File: src/rtl/b_bcd_encoder.sv
// b_bcd_encoder: sequential binary-to-digit-code encoder.
// Runs one double-dabble iteration per clock, then formats the BCD nibbles
// into 5-bit seven-segment digit codes (0-9 digit, 10 blank, 16 'E').
module b_bcd_encoder #(
    parameter int unsigned WIDTH  = 14,
    parameter int unsigned DIGITS = 4
) (
    input  logic                  Clk,
    input  logic                  nReset,
    input  logic [WIDTH-1:0]      Value,
    input  logic                  Start,
    input  logic                  BlankZeros,
    output logic [5*DIGITS-1:0]   Digits,
    output logic                  Busy,
    output logic                  Done,
    output logic                  Overflow
);

    // Largest value representable in DIGITS decimal digits.
    function automatic int unsigned pow10(input int unsigned n);
        int unsigned r;
        r = 1;
        for (int unsigned k = 0; k < n; k++) begin
            r = r * 10;
        end
        return r;
    endfunction

    localparam int unsigned BCD_W    = 4 * DIGITS;
    localparam int unsigned CODE_W   = 5;
    localparam int unsigned STEP_W   = BCD_W + WIDTH;
    localparam int unsigned CNT_W    = $clog2(WIDTH + 1);
    localparam int unsigned MAX_VAL  = pow10(DIGITS) - 1;

    localparam logic [CODE_W-1:0] CODE_BLANK = CODE_W'(10);
    localparam logic [CODE_W-1:0] CODE_ERR   = CODE_W'(16);
    localparam logic [CNT_W-1:0]  CNT_LAST   = CNT_W'(WIDTH - 1);

    typedef enum logic [1:0] {
        S_IDLE,
        S_CONVERT,
        S_FORMAT
    } state_e;

    state_e                 state_q;
    logic [WIDTH-1:0]       shift_q;
    logic [BCD_W-1:0]       bcd_q;
    logic [CNT_W-1:0]       cnt_q;
    logic                   blank_q;
    logic                   ovf_q;
    logic [5*DIGITS-1:0]    digits_q;
    logic                   busy_q;
    logic                   done_q;
    logic                   overflow_q;

    logic [BCD_W-1:0]       adj_c;
    logic [BCD_W-1:0]       bcd_d;
    logic [WIDTH-1:0]       shift_d;
    logic [5*DIGITS-1:0]    digits_d;
    logic [3:0]             nib_c;
    logic [CODE_W-1:0]      code_c;
    logic                   seen_c;

    // One double-dabble step: add 3 to every nibble >= 5, then shift left.
    // The bit leaving the BCD MSB only exists for overflowing values and is dropped.
    always_comb begin
        adj_c = bcd_q;
        for (int unsigned i = 0; i < DIGITS; i++) begin
            if (bcd_q[4*i +: 4] >= 4'd5) begin
                adj_c[4*i +: 4] = bcd_q[4*i +: 4] + 4'd3;
            end
        end
        {bcd_d, shift_d} = STEP_W'({adj_c, shift_q} << 1);
    end

    // Map finished BCD nibbles to digit codes, blanking leading zeros above the units digit.
    always_comb begin
        digits_d = '0;
        nib_c    = '0;
        code_c   = '0;
        seen_c   = 1'b0;
        for (int unsigned k = 0; k < DIGITS; k++) begin
            nib_c = bcd_q[4*(DIGITS-1-k) +: 4];
            if (ovf_q) begin
                code_c = CODE_ERR;
            end else if (blank_q && !seen_c && (nib_c == 4'd0) && (k != DIGITS - 1)) begin
                code_c = CODE_BLANK;
            end else begin
                code_c = {1'b0, nib_c};
            end
            if (nib_c != 4'd0) begin
                seen_c = 1'b1;
            end
            digits_d[5*(DIGITS-1-k) +: 5] = code_c;
        end
    end

    // Control FSM with datapath and registered outputs.
    always_ff @(posedge Clk or negedge nReset) begin
        if (!nReset) begin
            state_q    <= S_IDLE;
            shift_q    <= '0;
            bcd_q      <= '0;
            cnt_q      <= '0;
            blank_q    <= 1'b0;
            ovf_q      <= 1'b0;
            digits_q   <= '0;
            busy_q     <= 1'b0;
            done_q     <= 1'b0;
            overflow_q <= 1'b0;
        end else begin
            done_q <= 1'b0;
            case (state_q)
                S_IDLE: begin
                    if (Start) begin
                        shift_q <= Value;
                        bcd_q   <= '0;
                        cnt_q   <= '0;
                        blank_q <= BlankZeros;
                        ovf_q   <= (32'(Value) > MAX_VAL);
                        busy_q  <= 1'b1;
                        state_q <= S_CONVERT;
                    end
                end
                S_CONVERT: begin
                    bcd_q   <= bcd_d;
                    shift_q <= shift_d;
                    cnt_q   <= cnt_q + CNT_W'(1);
                    if (cnt_q == CNT_LAST) begin
                        state_q <= S_FORMAT;
                    end
                end
                S_FORMAT: begin
                    digits_q   <= digits_d;
                    overflow_q <= ovf_q;
                    done_q     <= 1'b1;
                    busy_q     <= 1'b0;
                    state_q    <= S_IDLE;
                end
                default: begin
                    state_q <= S_IDLE;
                end
            endcase
        end
    end

    assign Digits   = digits_q;
    assign Busy     = busy_q;
    assign Done     = done_q;
    assign Overflow = overflow_q;

endmodule

File: config.mk
export PLATFORM = sky130hd
export DESIGN_NAME = b_bcd_encoder
export DESIGN_NICKNAME = d
export VERILOG_FILES = /design/src/rtl/b_bcd_encoder.sv
export SDC_FILE = /design/constraint.sdc
export NUM_CORES = 1
export LEC_CHECK = 0
export ABC_CLOCK_PERIOD_IN_PS = 3990
export CELL_PAD_IN_SITES_DETAIL_PLACEMENT = 1
export CELL_PAD_IN_SITES_GLOBAL_PLACEMENT = 1
export CORE_MARGIN = 2
export CORE_UTILIZATION = 45
export CTS_BUF_LIST = sky130_fd_sc_hd__clkbuf_8
export DETAILED_ROUTE_END_ITERATION = 7
export PLACE_DENSITY_LB_ADDON = 0.3
export SLEW_MARGIN = 20
export SYNTH_ARGS = -nofsm -noshare
export SYNTH_HDL_FRONTEND = slang
export SYNTH_SLANG_ARGS = --single-unit
File: constraint.sdc
create_clock -name Clk -period 3.99 [get_ports Clk]
set_input_delay 0.798 -clock Clk [delete_from_list [all_inputs] [get_ports Clk]]
set_output_delay 0.798 -clock Clk [all_outputs]
set_load 0.03 [all_outputs]
==> out/qor.csv, run 1 <==
metric,value,unit
cp_slowest_stage_delay,0.70,ns
ys_seq_area_share,49.4,%
grt_pass1_wl,12.0,mm
place_inst,398,
path_buf_inv,1,
cp_top_family,buffers and inverters,
clkLatencyLatePin,0.33,ns
finalHoldViolCount,0,
async_flop_share,100,%
grt_overflow,0,
layout_common_cells,"57 x dfrtp_1, 46 x nand2_1, 39 x clkdlybuf4s50_1",
layout_commonest_cell,dfrtp_1,
die-area,7070,sq um
r2r_slack,2.18,ns
period_share,56.1,%
cts_tree,done,
drt-pass1-iter-count,4,
max-cap-violations,0,
via_per_inst,5.68,
worstPathRequired,3.19,ns
synthFlopType,dfrtp_1,
path_max_fanout,6,
max_freq,446,MHz
worstMarginPinSlew,0.672,ns
final_cells,414,
start_util,46.0,%
antenna_cells,0,
clk_pin_slew,0.07,ns
synthCells,296,
row_count,29,
worstPathCellList,clkdlybuf4s50_1,
fin_crit,2.24,ns
endpoint_kind,primary output,
synth-edff-count,0,
num-fill-cells,717,
status,completed,
ir_worst_vdd,363,uV
netlist_area,2890,sq um
yosysWarnings,0,
drtAntennaViolNets,0,
power_leakage,1.53,nW
wl,7.04,mm
ys_types,44,
max_slew_margin,55.2,%
die_w,84.1,um
syn_nets,325,
start_kind,register,
fin_skew,0.00761,ns
crit_type,register to primary output,
hp-class,input pin to asynchronous set/reset pin,
cts_sinks,57,
via_count,2353,
grt_pass1_vias,2484,
slew_violations,0,
dp_hpwl,4.89,mm
worst_path_max_delay_cell,clkdlybuf4s50_1,
routabilityCongestion,0.764,
die_h,84.1,um
area_growth,22.0,%
p_per_area,750,nW/um^2
setup_viol,0,
wl_per_cell,17.0,um
crit_arrival,1.44,ns
pin_count,41,
ctsLongestPathBuffers,2,
cts-root-buf,clkbuf_8,
drc,0,
antenna_found_initial,0,
h-tree-depth,3,
grtUsageTotal,21.2,%
postCtsSetupBuffers,0,
num-nets-final,361,
initialDrtViolationCount,135,
syn_area_per_cell,9.75,sq um
drive_gt1_share,7.72,%
cts_hold_buffers,0,
rsz0062_at_grt,false,
fin_setup_tns,0,ns
cts_made_buffers,9,
coreArea,6280,sq um
grt_max_degree,33,
port_buffers,40,
cts_resized,0,
ys_ff_latch,57,
metrics by stage:
stage	total power, mW	cell area (sq um)	setup slack [ns]	hold slack (ns)	utilization, %
6_report	2.64	3520	1.75	0.475	56.1
5_1_grt	2.83	3520	1.68	0.499	56.1
4_1_cts	2.66	3520	1.72	0.474	56.1
3_5_place_dp	2.12	3330	1.55	0.469	53.1
3_3_place_gp	2.06	3330	1.60	0.455	53.1
2_1_floorplan	1.73	2890	2.26	0.442	-
cell families after synthesis:
kind of cell | after synthesis | share of synthesized area (%)
flip-flops | 57 | 49.4
AO/OA/AOI/OAI | 96 | 23.0
AND/OR/NAND/NOR | 86 | 15.0
XOR/XNOR | 2 | 0.607
buffers and inverters | 42 | 6.46
adder cells (fa/ha/maj) | 11 | 4.77
multiplexers | 2 | 0.737
layer usage:
| layer | wire length [um] | track usage (%) |
|---|---|---|
| met1 | 3420 | 28.0 |
| met2 | 3320 | 34.6 |
| met3 | 211 | 3.76 |
| met4 | 91 | 8.06 |
| met5 | 0 | 0 |
cells in the mapped netlist (2+ instances only):
cell,n,share of area (%)
a21oi_1,7,1.2
a22o_1,6,1.8
a31oi_1,13,2.8
and2_1,13,2.8
buf_2,11,1.9
buf_4,4,1.0
clkbuf_1,6,0.78
dfrtp_1,57,49
ha_1,11,4.8
inv_1,20,2.6
nand2_1,46,6.0
nand2b_1,3,0.65
nand3_1,2,0.35
nand3b_1,5,1.3
nor2_1,5,0.65
nor2b_1,4,0.87
o2111ai_1,8,2.4
o211ai_1,6,1.6
o21a_1,4,1.0
o21ai_0,19,3.3
o21ai_1,3,0.52
o22ai_1,2,0.43
o311ai_1,4,1.2
o31ai_1,17,4.4
registers in the layout, summed over array words and instances, names as in the netlist:
name     cells
Busy         1
state_q      2
Digits      17
cnt_q        4
Done         1
blank_q      1
ovf_q        1
bcd_q       16
shift_q     14
path summary, 6_finish.rpt:
kind / startpoint / to / cells after the start
max reg2reg: state_q[0] / bcd_q[14] / 5
max in group asynchronous: nReset / shift_q[2] / 2
min reg2reg: Digits[17] / Digits[17] / 2
max: Digits[14] / Digits[4] / 1
min: nReset / Digits[13] / 1
min in group Clk: Digits[17] / Digits[17] / 2
area by class of cell:
class / count / area (sq um) / area share, %
clock inverters: 6 / 51.3 / 1.46
inverters: 21 / 78.8 / 2.24
multi-input cells: 197 / 1280 / 36.3
flip-flops and latches: 57 / 1430 / 40.5
clock buffers: 10 / 138 / 3.91
well taps: 77 / 96.3 / 2.74
repair buffers: 46 / 453 / 12.9
power by group:
group          switching (mW)  internal, mW  total (mW)
Clock                   0.231         0.297       0.527
Sequential              0.207         0.798        1.00
Combinational           0.641         0.467        1.11
Total                    1.08          1.56        2.64
(Power assumes the default switching activity.)
==> inputs of run 2 (changes only) <==
ABC_CLOCK_PERIOD_IN_PS = 2100   (was 3990)
CORE_UTILIZATION = 44   (was 45)
clock period = 2.1 ns   (was 3.99 ns; I/O delays follow)
==> run 2 against run 1 <==
  * Critical path depth increased by 4
  * Flip-flop and latch count unchanged
  * Die area increased by 2.2%
  * Critical endpoint is now Digits[8]
  * Highest routed layer unchanged
==> out/qor.csv, run 2 (synthesis gave the netlist of run 1 again) <==
metric,value,unit,change
coreArea,6350,sq um,+1.2%
num-nets-final,365,,+1.1%
place_inst,402,,+1.0%
path_max_fanout,6,,unchanged
drtAntennaViolNets,0,,unchanged
grt_pass1_vias,2647,,+6.6%
die_w,85.0,um,+1.1%
row_count,29,,unchanged
antenna_cells,0,,unchanged
postCtsSetupBuffers,0,,unchanged
worstMarginPinSlew,0.602,ns,-0.0698 ns
start_kind,register,,
final_cells,418,,+0.97%
cts_sinks,57,,unchanged
fin_skew,0.00683,ns,-0.000783 ns
fin_crit,1.90,ns,
max_slew_margin,59.9,%,+4.7 points
ctsLongestPathBuffers,2,,unchanged
h-tree-depth,3,,unchanged
max-cap-violations,0,,unchanged
area_growth,24.8,%,
clkLatencyLatePin,0.34,ns,about the same
layout_common_cells,"57 x dfrtp_1, 46 x nand2_1, 39 x clkdlybuf4s50_1",,
wl,7.32,mm,+3.9%
drt-pass1-iter-count,4,,unchanged
r2r_slack,0.20,ns,-1.98 ns
crit_type,register to register,,
drc,0,,unchanged
crit-reg2reg-launch,bcd_q[8],,
startpoint,bcd_q[8],,
initialDrtViolationCount,112,,-17%
cts_resized,0,,unchanged
design_area,3600,sq um,+2.3%
max_freq,526,MHz,
grtUsageTotal,22.1,%,+0.91 points
grt_pass1_wl,12.6,mm,+4.9%
p_per_area,1450,nW/um^2,+93%
dp_slack,0.251,ns,-1.29 ns
via_count,2426,,+3.1%
fin_setup_tns,0,ns,unchanged
hp-class,input pin to asynchronous set/reset pin,,
setup_viol,0,,unchanged
drive_gt1_share,9.68,%,+2.0 points
grt_max_degree,58,,+76%
cts-root-buf,clkbuf_8,,
cts_tree,done,,
endpoint_kind,register,,
worstPathRequired,2.36,ns,-0.83 ns
finalHoldViolCount,0,,unchanged
ir_worst_vdd,818,uV,+130%
power_leakage,1.55,nW,+1.9%
antenna_found_initial,0,,unchanged
slew_violations,0,,unchanged
cts_hold_buffers,0,,unchanged
r2r_end,Digits[8],,
die_h,85.0,um,+1.1%
routabilityCongestion,0.842,,+10%
layout_commonest_cell,dfrtp_1,,
layout_setup_ws,0.199,ns,-1.55 ns
crit_arrival,2.16,ns,+0.72 ns
die-area,7220,sq um,+2.2%
port_buffers,40,,unchanged
status,completed,,
dp_hpwl,5.02,mm,+2.7%
post_dp_cell_area,3370,sq um,+1.3%
largest_register_ffs,17,,unchanged
reg2reg_depth,5,,unchanged
period_share,90.5,%,
rsz0062_at_grt,false,,
pin_count,41,,unchanged
grt_overflow,0,,unchanged
cts_made_buffers,9,,unchanged
critPathCapture,Digits[8],,
via_per_inst,5.80,,+2.1%
start_util,45.4,%,-0.53 points
wl_per_cell,17.5,um,+2.9%
clk_pin_slew,0.07,ns,about the same
run 2: worst min path at each step:
stage	from	to
floorplan	nReset	Busy
global placement	nReset	Digits[12]
detailed placement	nReset	Digits[12]
CTS	nReset	shift_q[6]
global route	nReset	Digits[15]
finish	nReset	bcd_q[15]
run 2: critical path, stage by stage (launching register included):
cell and delay [ns]:
dfrtp_1 0.44, inv_1 0.16, ha_1 0.24, nor3b_1 0.52, nand3_1 0.27, a21oi_1 0.20
run 2: layout make-up:
cell class	instances	area [sq um]
Clock buffer	11	151
Tap cell	77	96.3
Multi-Input combinational cell	197	1280
Clock inverter	5	77.6
Inverter	21	78.8
Fill cell	714	2750
Sequential cell	57	1430
Timing Repair Buffer	50	495
run 2: report_power, final:
part           internal (mW)  leakage, nW  switching [mW]
logic                  0.902        0.696            1.22
registers               1.52        0.744           0.409
clock network          0.728        0.115           0.447
total                   3.15         1.55            2.07
run 2: stage by stage:
step | total power [mW] | utilization, % | hold slack, ns
floorplan | 3.29 | - | 0.124
CTS | 5.28 | 56.7 | 0.0808
detailed placement | 4.07 | 53.1 | 0.448
global placement | 3.95 | 53.1 | 0.448
finish | 5.22 | 56.7 | 0.0678
global route | 5.60 | 56.7 | 0.0881
run 2: per-layer routing:
metal	vias up	wire length, um	global-route usage, %
met3	12	254	6.03
met2	52	3740	36.3
met4	0	129	9.09
li1	1138	-	-
met1	1224	3190	27.6
met5	-	0	0
==> inputs of run 3 (changes only) <==
CAP_MARGIN = 20   (was not set)
==> results of run 3 <==
The final DEF is identical to that of run 2; final timing and power are the same.
